### src/rtl/shft_sub_div_pkg.sv
// shft_sub_div_pkg: arithmetic constants shared by the sequential multiplier and divider.
package shft_sub_div_pkg;
    localparam int ARITH_W = 8;
    // done is a level: high when idle/result valid, low while iterating
    localparam logic DONE_IDLE = 1'b1;
    localparam logic DONE_BUSY = 1'b0;
endpackage

### src/rtl/shft_sub_div_step.sv
// shft_sub_div_step: one restoring-division step (shift in a dividend bit, trial subtract).
module shft_sub_div_step #(
    parameter int W = 8
) (
    input  logic [W-1:0] r,
    input  logic         din,
    input  logic [W-1:0] dvs,
    output logic [W-1:0] r_nxt,
    output logic         q_bit
);
    logic [W:0] t;

    always_comb begin
        t     = {r, din};
        q_bit = t >= {1'b0, dvs};
        r_nxt = q_bit ? W'(t - {1'b0, dvs}) : t[W-1:0];
    end
endmodule

### src/rtl/shft_sub_div.sv
// shft_sub_div: sequential restoring divider, one quotient bit per clock, MSB first.
module shft_sub_div
    import shft_sub_div_pkg::*;
#(
    parameter int W = ARITH_W
) (
    input  logic         clk,
    input  logic         rst,
    input  logic [W-1:0] a,
    input  logic [W-1:0] b,
    input  logic         start,
    output logic [W-1:0] q,
    output logic [W-1:0] r,
    output logic         done,
    output logic         dbz
);
    localparam int CW = $clog2(W + 1);

    logic [CW-1:0] cnt;
    logic [W-1:0]  dvd, dvs, r_nxt;
    logic          q_bit;

    shft_sub_div_step #(.W(W)) u_step (
        .r     (r),
        .din   (dvd[W-1]),
        .dvs   (dvs),
        .r_nxt (r_nxt),
        .q_bit (q_bit)
    );

    assign done = (cnt == CW'(W)) ? DONE_IDLE : DONE_BUSY;

    // The dividend shifts left so its next bit is always at the MSB; q fills from the LSB.
    always_ff @(posedge clk or negedge rst) begin
        if (!rst) begin
            cnt <= CW'(W);
            dvd <= '0;
            dvs <= '0;
            q   <= '0;
            r   <= '0;
            dbz <= 1'b0;
        end else if (start) begin
            cnt <= '0;
            dvd <= a;
            dvs <= b;
            q   <= '0;
            r   <= '0;
            dbz <= (b == '0);
        end else if (cnt != CW'(W)) begin
            cnt <= cnt + CW'(1);
            dvd <= {dvd[W-2:0], 1'b0};
            q   <= {q[W-2:0], q_bit};
            r   <= r_nxt;
        end
    end
endmodule

### config.mk
export PLATFORM = sky130hd
export DESIGN_NAME = shft_sub_div
export DESIGN_NICKNAME = d
export VERILOG_FILES = /design/src/rtl/shft_sub_div_pkg.sv /design/src/rtl/shft_sub_div_step.sv /design/src/rtl/shft_sub_div.sv
export SDC_FILE = /design/constraint.sdc
export NUM_CORES = 1
export LEC_CHECK = 0
export ABC_AREA = 1
export ABC_CLOCK_PERIOD_IN_PS = 2050
export CAP_MARGIN = 20
export CORE_MARGIN = 2
export CORE_UTILIZATION = 45
export CTS_BUF_LIST = sky130_fd_sc_hd__clkbuf_16
export CTS_CLUSTER_DIAMETER = 100
export DETAILED_ROUTE_END_ITERATION = 16
export GPL_TIMING_DRIVEN = 0
export HOLD_SLACK_MARGIN = 0.12
export PLACE_DENSITY = 0.71
export SLEW_MARGIN = 20
export SYNTH_ARGS = -nofsm -noshare
export SYNTH_HDL_FRONTEND = slang
export SYNTH_SLANG_ARGS = --single-unit
### constraint.sdc
create_clock -name clk -period 2.05 [get_ports clk]
set_clock_uncertainty 0.15 [all_clocks]
set_input_delay 0.41 -clock clk [delete_from_list [all_inputs] [get_ports clk]]
set_output_delay 0.41 -clock clk [all_outputs]
set_load 0.03 [all_outputs]
# Word-level counts from Yosys, hierarchy flattened
# Index checks and enable logic that the tools add are counted.
# classes
n_bitwise	0
n_mul	0
reduce_logical	2
n_lt_le_gt_ge	1
shifts	0
add_sub_neg	2
n_eq_ne	2
mux	10
n_div	0
# ops
cell	n
8-bit 2-to-1 mux	7
9-bit by 8-bit >= comparator with 1-bit output	1
8-bit logical NOT	1
4-bit 2-to-1 mux	2
8-bit subtractor	1
4-bit by 1-bit adder with 4-bit output, second input constant	1
4-bit == test, second input constant	1
4-bit inequality test, second input constant	1
2-bit nonzero test	1
1-bit 2-to-1 mux	1
# word_totals
mem_count	0
output_inout_bits	18
reg_bits	37
latchBits	0
input_bits	19
rom_bits	0
ram_bits	0
wordCells	23

# Logic depth before layout (Yosys ltp)
# Gate-level depths: netlist of run 1.
# depth
ltp_word	4
ltp_mapped	12

# Hierarchy
# From an unflattened synthesis of run 1, not the netlist that was laid out.
# hier_totals
hier_cells	310
area_unflattened_um2	2329.7
# modules_own_cells
module	seq_area_each_um2	n_inst	area_per_inst_um2	cells_each
shft_sub_div	927.1	1	1675.4	201
shft_sub_div_step	0.0	1	654.4	109

# Least setup slack after synthesis of run 1
# OpenSTA, ideal clock, no wires.
# synth_path
path_type	register -> register
startpoint	register r[3]
endpoint	register r[7]
arrival_time_ns	1.643
setup_time_ns	0.117
slack_ns	0.141
period_less_slack_ns	1.909
stages_incl_launch_ff	10
cell_sequence	dfrtp_1 -> ha_1 -> a21oi_2 -> nand2_1 -> nand2_1 -> nand4_2 -> nand2_1 -> nand2_1 -> nand2_1 -> nand2_1
# synth_between
elab_chain_cells	4
word_cells_on_any_way	5
cone_classes	add/sub: 1; order compare: 1; mux: 3
# synth_lines
element	line_no	text
from (decl)	shft_sub_div.sv:13	output logic [W-1:0] r,
from (signal assigned)	shft_sub_div.sv:53	r <= r_nxt;
8-bit subtractor or 9-bit by 8-bit >= comparator with 1-bit output (tied branches)	shft_sub_div_step.sv:16, shft_sub_div_step.sv:15	
8-bit 2-to-1 mux *	shft_sub_div_step.sv:16	r_nxt = q_bit ? W'(t - {1'b0, dvs}) : t[W-1:0];
8-bit 2-to-1 mux *	shft_sub_div.sv:49	end else if (cnt != CW'(W)) begin
8-bit 2-to-1 mux *	shft_sub_div.sv:42	end else if (start) begin
# Mark *: on every way between the ends. The rest lies on a longest branch, timed or not. The select of a mux whose other input is x is not followed.
# A chain may end at the register's enable or synchronous reset.

# Worst setup path in the final report of run 1
# layout_path
startpoint	register r[5]
endpoint	output port r[5]
# No word-level cell between the ends.

==> summary.txt, run 1 <==
Drt
  – Post-Route WL: 4870 um
  – Number of vias in the routed layout: 1843
  – First DRT Iteration DRCs: 106
  – Avg WL per Cell: 13.5 um
  – Routed vias/inst: 5.09
  – DRT antenna net count: 0
  – Drc violations: 0
  – Drt pass-1 iters: 4

Die
  – FP Rows: 24
  – CORE AREA: 4410 um^2
  – Die area: 5200 um^2
  – Die W: 72.1 um
  – DIE HEIGHT: 72.1 um
  – Initial Util: 0.473
  – I/O pins: 37

Clock tree
  – CTS Buf Count: 5
  – Clock Latency Late Sink: 0.28 ns
  – Clk root buf: clkbuf_16
  – H-tree levels: 2
  – Clk slew on worst S/H paths: 0.06 ns
  – Post-CTS setup buffer count: 0
  – Clock sink total: 37
  – CTS tree: done
  – Max clock buf depth: 2

Place
  – Pre-CTS WS: -0.0388 ns
  – GPL Wtd Cong: 0.841
  – Area post-placement: 2530 um^2
  – Port Buffers: 36
  – HPWL after DPL: 3480 um

Logic synthesis
  – Count leader, synth: nand2_1
  – Post-synth top cells: nand2_1, inv_1, dfrtp_1
  – Yosys top cell by area: dfrtp_1
  – Mapped cell area: 2090 um^2
  – Post-Synthesis Cells: 264
  – FFs w/ async S/R, synth: 1.00
  – Main synth FF type: dfrtp_1
  – Cell variety after synth: 33
  – Post-synth EDFFs: 0
  – Post-Syn Nets: 294
  – Sequential-to-total area share from yosys stat: 0.444
  – Synth top area share: 0.431
  – Avg Inst Size Synth: 7.91 um^2
  – Flops & latches, synth: 37
  – Warnings from Yosys: 0
  – Largest cells by area after synthesis: dfrtp_1, nand2_1, inv_1, ha_1, nand3_1

Setup path
  – Element type at the critical path start: flop
  – CP Class: reg2out
  – Critical path arrival: 1.43 ns
  – Crit. End Element: output port
  – Critical Path RT: 1.49 ns
  – Crit. Startpoint: r[5]$_DFFE_PN0P_
  – Reg2reg start: r[3]$_DFFE_PN0P_
  – R2R setup slack: 0.12 ns
  – Critical path depth: 1
  – CP max FO: 4
  – Worst Path Buf+Inv: 1
  – Critical-path cell list: clkdlybuf4s50_1
  – CP max stage delay: 0.71 ns
  – Cell family with most CP delay: buffers and inverters
  – Critical R2R Capture: r[3]$_DFFE_PN0P_
  – R2R depth: 9
  – CP max-delay cell: clkdlybuf4s50_1

Pwr
  – Maximum vdd drop: 0.677 mV
  – Reg power frac: 0.296
  – Sw Pwr: 1290 uW
  – Cell-internal power: 1900 uW
  – Power after layout: 3190 uW
  – Combinational share of power: 0.470
  – Clk pwr share: 0.234
  – Switch share: 0.404
  – Power Density: 1180 nW/um^2
  – Lkg Pwr: 0.00133 uW

Worst hold path
  – Hold Path End: dvd[2]$_DFFE_PN0P_
  – Hold Startpoint: dvd[2]$_DFFE_PN0P_
  – Worst Hold Depth: 2
  – Hold Path Class: reg2reg

STA
  – Hold Fails Final Rpt: 0
  – Max Fclk: 0.502 GHz
  – Slew Limit Headroom: 0.655
  – Setup-failing EPs final: 0
  – Fin Setup TNS: 0 ns
  – Final Max Tran Viols: 0
  – Min cycle time layout: 1.99 ns
  – Final Cycle Share: 0.973
  – Least-Margin Pin Slew: 0.517 ns
  – Final worst slack: 0.0562 ns

Global routing
  – Antenna violations before repair: 0
  – Vias in the first global route: 1759
  – Largest net degree at the start of global routing: 27
  – Gr usage total: 0.200
  – First-pass GRT wire length: 8080 um
  – Grt ovf: 0

Cells and area
  – Nets: 339
  – Layout cell share with drive strength beyond 1: 0.113
  – Final core utilization: 0.614
  – Layout area overhead: 29.6%
  – Inserted Diodes: 0
  – Final Cell Area: 2710 um^2

Status
  – Status: finished clean

Run
  – Max_cap viols: 0
stage by stage:
step	hold WS, ns	instances
after floorplan	-0.0356	264
after detailed placement	0.161	353
after CTS	0.334	362
after global routing	0.355	362
final	0.334	362
after global placement	0.316	352
power by group through the flow:
stage	logic (uW)	clock network [uW]	registers (uW)
after floorplan	879	0	1080
after global placement	1400	0	949
after detailed placement	1420	0	951
after CTS	1450	748	942
after global routing	1660	784	963
final	1500	745	944
worst max-delay path by stage:
stage | to | slack [ns]
2_1_floorplan | r[7]$_DFFE_PN0P_ | 0.14
3_3_place_gp | r[5]$_DFFE_PN0P_ | -0.45
3_5_place_dp | done | -0.04
4_1_cts | done | 0.03
5_1_grt | r[7]$_DFFE_PN0P_ | -0.003
6_report | r[5] | 0.06
cells by family after synthesis:
kind of cell    share of synthesized area
flops                               0.444
buf+inv                            0.0940
compound gates                     0.0725
fa+ha+maj                          0.0695
simple gates                        0.299
xor+xnor                           0.0210
final cells by class:
| class | instances | area, um^2 |
|---|---|---|
| Buffer | 6 | 38.8 |
| Clock buffer | 5 | 125 |
| Clock inverter | 3 | 15.0 |
| Fill cell | 381 | 1710 |
| Inverter | 42 | 158 |
| Multi-Input combinational cell | 179 | 1000 |
| Sequential cell | 37 | 927 |
| Tap cell | 52 | 65.1 |
| Timing Repair Buffer | 38 | 380 |
what timing repair did:
item                                    4_1_cts  5_1_grt
hold buffers                                  1        0
hold endpoints to repair                     11        0
pin swaps                                     0        1
cloned                                        0        0
resized for setup                             4        6
endpoints found under the setup margin        2        7
metal layers:
metal	routed length (um)	global-route usage
met1	2330	0.277
met3	286	0.0458
met4	83	0.0692
met2	2170	0.311
met5	0	0
sequential cells by signal, indices dropped and copies added (netlist names):
signal  cells
q           8
dvd         8
dbz         1
cnt         4
dvs         8
r           8
placed cells by master, fill, tap and decap left out, types with 2 or more instances in the layout:
| cell | synthesis | final |
|---|---|---|
| inv_2 | 2 | 2 |
| xnor2_1 | 2 | 2 |
| o22ai_1 | 6 | 6 |
| nand2_1 | 86 | 86 |
| inv_1 | 40 | 42 |
| clkbuf_1 | 2 | 2 |
| nor4_1 | 2 | 2 |
| buf_2 | 1 | 3 |
| o21ai_0 | 12 | 12 |
| xor2_1 | 3 | 3 |
| nand2_2 | 4 | 4 |
| clkdlybuf4s50_1 | 0 | 34 |
| nand3_2 | 2 | 2 |
| nand3_1 | 25 | 25 |
| ha_1 | 10 | 7 |
| nor2_4 | 2 | 2 |
| nand4_1 | 3 | 3 |
| ha_2 | 0 | 2 |
| nor2_1 | 7 | 7 |
| nor2_2 | 3 | 3 |
| clkbuf_16 | 0 | 5 |
| buf_4 | 2 | 2 |
| dfrtp_1 | 36 | 36 |
(Power assumes the default switching activity.)
==> run 2, diff against run 1 <==
--- a/config.mk
+++ b/config.mk
@@ -5,7 +5,7 @@
 export SDC_FILE = /design/constraint.sdc
 export NUM_CORES = 1
 export LEC_CHECK = 0
-export ABC_AREA = 1
+export ABC_AREA = 0
 export ABC_CLOCK_PERIOD_IN_PS = 2050
 export CAP_MARGIN = 20
 export CORE_MARGIN = 2
==> summary.txt, run 2 <==
Status
  – Status: finished, violations left (was finished clean)
  – Failing checks: negative setup slack

Setup path
  – CP Class: reg2reg (was reg2out)
  – Critical R2R Capture: r[0]$_DFFE_PN0P_ (was r[3]$_DFFE_PN0P_)
  – Reg2reg start: r[4]$_DFFE_PN0P_ (was r[3]$_DFFE_PN0P_)
  – Critical Path RT: 2.11 ns (was 1.49 ns)
  – R2R setup slack: -0.13 ns (was 0.12 ns)
  – Element type at the critical path start: flop (unchanged)
  – CP max-delay cell: dfrtp_2 (was clkdlybuf4s50_1)
  – Critical-path cell list: ha_4 -> and4b_2 -> a221oi_4 -> o21a_4 -> buf_6 -> mux2_4 -> a21oi_2 (was clkdlybuf4s50_1)
  – CP max stage delay: 0.43 ns (was 0.71 ns)
  – Crit. End Element: flop (was output port)
  – Cell family with most CP delay: compound AO/OA/AOI/OAI gates (was buffers and inverters)
  – CP endpoint: r[0]$_DFFE_PN0P_ (was r[5])
  – CP max FO: 5 (was 4)
  – Worst Path Buf+Inv: 1 (unchanged)
  – Critical path depth: 7 (was 1)
  – R2R depth: 7 (was 9)
  – Crit. Startpoint: r[4]$_DFFE_PN0P_ (was r[5]$_DFFE_PN0P_)
  – Critical path arrival: 2.24 ns (was 1.43 ns)

Die
  – FP Rows: 24 (unchanged)
  – Initial Util: 0.468 (was 0.473)
  – Die W: 71.5 um (was 72.1 um)
  – CORE AREA: 4380 um^2 (was 4410 um^2)
  – I/O pins: 37 (unchanged)
  – DIE HEIGHT: 71.5 um (was 72.1 um)
  – Die area: 5120 um^2 (was 5200 um^2)

Cells and area
  – Layout area overhead: 48.5% (was 29.6%)
  – Most frequent cells in the layout: nand2_1, clkdlybuf4s50_1, dfrtp_1 (was nand2_1, inv_1, dfrtp_1)
  – FF+latch area: 936 um^2 (was 927 um^2)
  – Leading cell type in the layout, fill and taps excluded: nand2_1 (unchanged)
  – Nets: 319 (was 339)
  – Inserted Diodes: 0 (unchanged)
  – Layout cell share with drive strength beyond 1: 0.307 (was 0.113)
  – Final Non-Filler Cells: 342 (was 362)
  – Footprint of the multi-input gates: 1190 um^2 (was 1000 um^2)
  – Fillers: 307 (was 381)

Clock tree
  – Clk slew on worst S/H paths: 0.06 ns (about the same)
  – H-tree levels: 2 (unchanged)
  – Clk root buf: clkbuf_16 (unchanged)
  – CTS Buf Count: 5 (unchanged)
  – Max clock buf depth: 2 (unchanged)
  – Clock Latency Late Sink: 0.28 ns (about the same)
  – CTS tree: done (unchanged)
  – Clock sink total: 37 (unchanged)

STA
  – Hold Fails Final Rpt: 0 (unchanged)
  – Fin Hold WS: 0.367 ns (was 0.334 ns)
  – RSZ-0062 raised after global routing: true
  – Final Max Tran Viols: 0 (unchanged)
  – Final worst slack: -0.127 ns (was 0.0562 ns)
  – Slew Limit Headroom: 0.630 (was 0.655)
  – Final Cycle Share: 1.06 (was 0.973)
  – Least-Margin Pin Slew: 0.556 ns (was 0.517 ns)
  – Min cycle time layout: 2.18 ns (was 1.99 ns)
  – Setup-failing EPs final: 7 (was 0)
  – Max Fclk: 0.459 GHz (was 0.502 GHz)

Drt
  – Post-Route WL: 5430 um (was 4870 um)
  – DRT antenna net count: 0 (unchanged)
  – Routed vias/inst: 5.44 (was 5.09)
  – Drt pass-1 iters: 4 (unchanged)
  – Drc violations: 0 (unchanged)
  – First DRT Iteration DRCs: 118 (was 106)
  – Number of vias in the routed layout: 1859 (was 1843)
  – Avg WL per Cell: 15.9 um (was 13.5 um)

Logic synthesis
  – Yosys top cell by area: dfrtp_1 (unchanged)
  – Flops & latches, synth: 37 (unchanged)
  – Post-synth EDFFs: 0 (unchanged)
  – Synth top area share: 0.439 (was 0.431)
  – Mapped cell area: 2050 um^2 (was 2090 um^2)
  – Cell variety after synth: 43 (was 33)
  – Avg Inst Size Synth: 9.17 um^2 (was 7.91 um^2)
  – Count leader, synth: nand2_1 (unchanged)
  – Warnings from Yosys: 0 (unchanged)
  – Main synth FF type: dfrtp_1 (unchanged)
  – Sequential-to-total area share from yosys stat: 0.452 (was 0.444)
  – Post-synth top cells: nand2_1, dfrtp_1, o21ai_0 (was nand2_1, inv_1, dfrtp_1)
  – FFs w/ async S/R, synth: 1.00 (unchanged)
  – Largest cells by area after synthesis: dfrtp_1, nand2_1, ha_1, o21ai_0, mux2i_1 (was dfrtp_1, nand2_1, inv_1, ha_1, nand3_1)
  – Post-Syn Nets: 254 (was 294)
  – Post-Synthesis Cells: 224 (was 264)

Global routing
  – Antenna violations before repair: 0 (unchanged)
  – Vias in the first global route: 1855 (was 1759)
  – Largest net degree at the start of global routing: 30 (was 27)
  – Grt ovf: 0 (unchanged)
  – Gr usage total: 0.223 (was 0.200)
  – First-pass GRT wire length: 8800 um (was 8080 um)

Pwr
  – Switch share: 0.360 (was 0.404)
  – Clk pwr share: 0.252 (was 0.234)
  – Cell-internal power: 2260 uW (was 1900 uW)
  – Lkg Pwr: 0.00138 uW (was 0.00133 uW)
  – Sw Pwr: 1270 uW (was 1290 uW)
  – Maximum vdd drop: 0.667 mV (was 0.677 mV)
  – Combinational share of power: 0.480 (was 0.470)
  – Reg power frac: 0.269 (was 0.296)
  – Power Density: 1160 nW/um^2 (was 1180 nW/um^2)

Run
  – Max_cap viols: 0 (unchanged)

Worst hold path
  – Hold Path Class: in2async (was reg2reg)

Place
  – Port Buffers: 36 (unchanged)
  – Placed insts: 313 (was 353)
  – HPWL after DPL: 3320 um (was 3480 um)
  – GPL Wtd Cong: 0.883 (was 0.841)
run 2: area by class of cell:
| type | instances | area share |
|---|---|---|
| clock buffers | 5 | 0.0410 |
| multi-input cells | 160 | 0.391 |
| flip-flops and latches | 37 | 0.307 |
| repair buffers | 59 | 0.181 |
| plain buffers | 10 | 0.0230 |
| inverters | 16 | 0.0205 |
| clock inverters | 3 | 0.0152 |
| well taps | 52 | 0.0213 |
run 2: repair_timing:
item                                   in CTS  in global routing
gates cloned                                1                  0
pin swaps                                   5                  6
gates resized for setup                    21                 25
endpoints found under the hold margin      36                  0
hold buffers                                1                  0
setup buffers                               9                 11
setup endpoints to repair                   8                 18
run 2: how the worst min path moves through the flow:
stage / startpoint / cells after the start / end
floorplan: rst / 0 / cnt[0]$_DFFE_PN0P_
global placement: q[7]$_DFFE_PN0P_ / 2 / q[7]$_DFFE_PN0P_
detailed placement: rst / 1 / dvs[0]$_DFFE_PN0P_
CTS: rst / 2 / dvs[0]$_DFFE_PN0P_
global route: q[7]$_DFFE_PN0P_ / 2 / q[7]$_DFFE_PN0P_
finish: rst / 2 / dvs[0]$_DFFE_PN0P_
run 2: per-layer routing:
metal	up-vias	GRT usage	share of wire
met5	-	0	0
met4	0	0.105	0.024
met3	12	0.0408	0.035
met2	44	0.352	0.50
met1	900	0.299	0.44
li1	903	-	-
run 2: cell families after synthesis:
| logic type | share of synthesized area |
|---|---|
| and+or+nand+nor | 0.172 |
| AOI/OAI and AO/OA | 0.169 |
| DFF | 0.452 |
| buffers and inverters | 0.0646 |
| muxes | 0.0555 |
| adders and majority gates | 0.0707 |
| xor gates and xnor gates | 0.0171 |
run 2: power by group through the flow:
stage                     Sequential [uW]  Clock [uW]  Combinational (uW)
after floorplan                      1080           0                 788
after global placement                967           0                1260
after global routing                  962         927                1830
final                                 949         890                1700
after CTS                             946         897                1470
after detailed placement              968           0                1280
run 2: metrics by stage:
step	utilization	setup TNS (ns)	instance area, um^2	power, uW	worst slack [ns]
final	0.695	-0.715	3050	3530	-0.127
after global routing	0.695	-1.23	3050	3720	-0.238
after CTS	0.654	-0.765	2870	3320	-0.140
after detailed placement	0.586	-3.43	2570	2240	-0.745
after global placement	0.582	-22.24	2550	2230	-0.724
after floorplan	-	-0.300	2130	1870	-0.0644
run 2: worst reg2reg max path: stages, from the launching register on:
cell and delay [ns]:
dfrtp_2 0.43, ha_4 0.25, and4b_2 0.25, a221oi_4 0.27, o21a_4 0.20, buf_6 0.13
mux2_4 0.30, a21oi_2 0.11
==> run 3, diff against run 2 <==
--- a/config.mk
+++ b/config.mk
@@ -14,7 +14,6 @@
 export CTS_CLUSTER_DIAMETER = 100
 export DETAILED_ROUTE_END_ITERATION = 16
 export GPL_TIMING_DRIVEN = 0
-export HOLD_SLACK_MARGIN = 0.12
 export PLACE_DENSITY = 0.71
 export SLEW_MARGIN = 20
 export SYNTH_ARGS = -nofsm -noshare
==> results of run 3 <==
Final layout, timing and power as in run 2 (identical DEF).
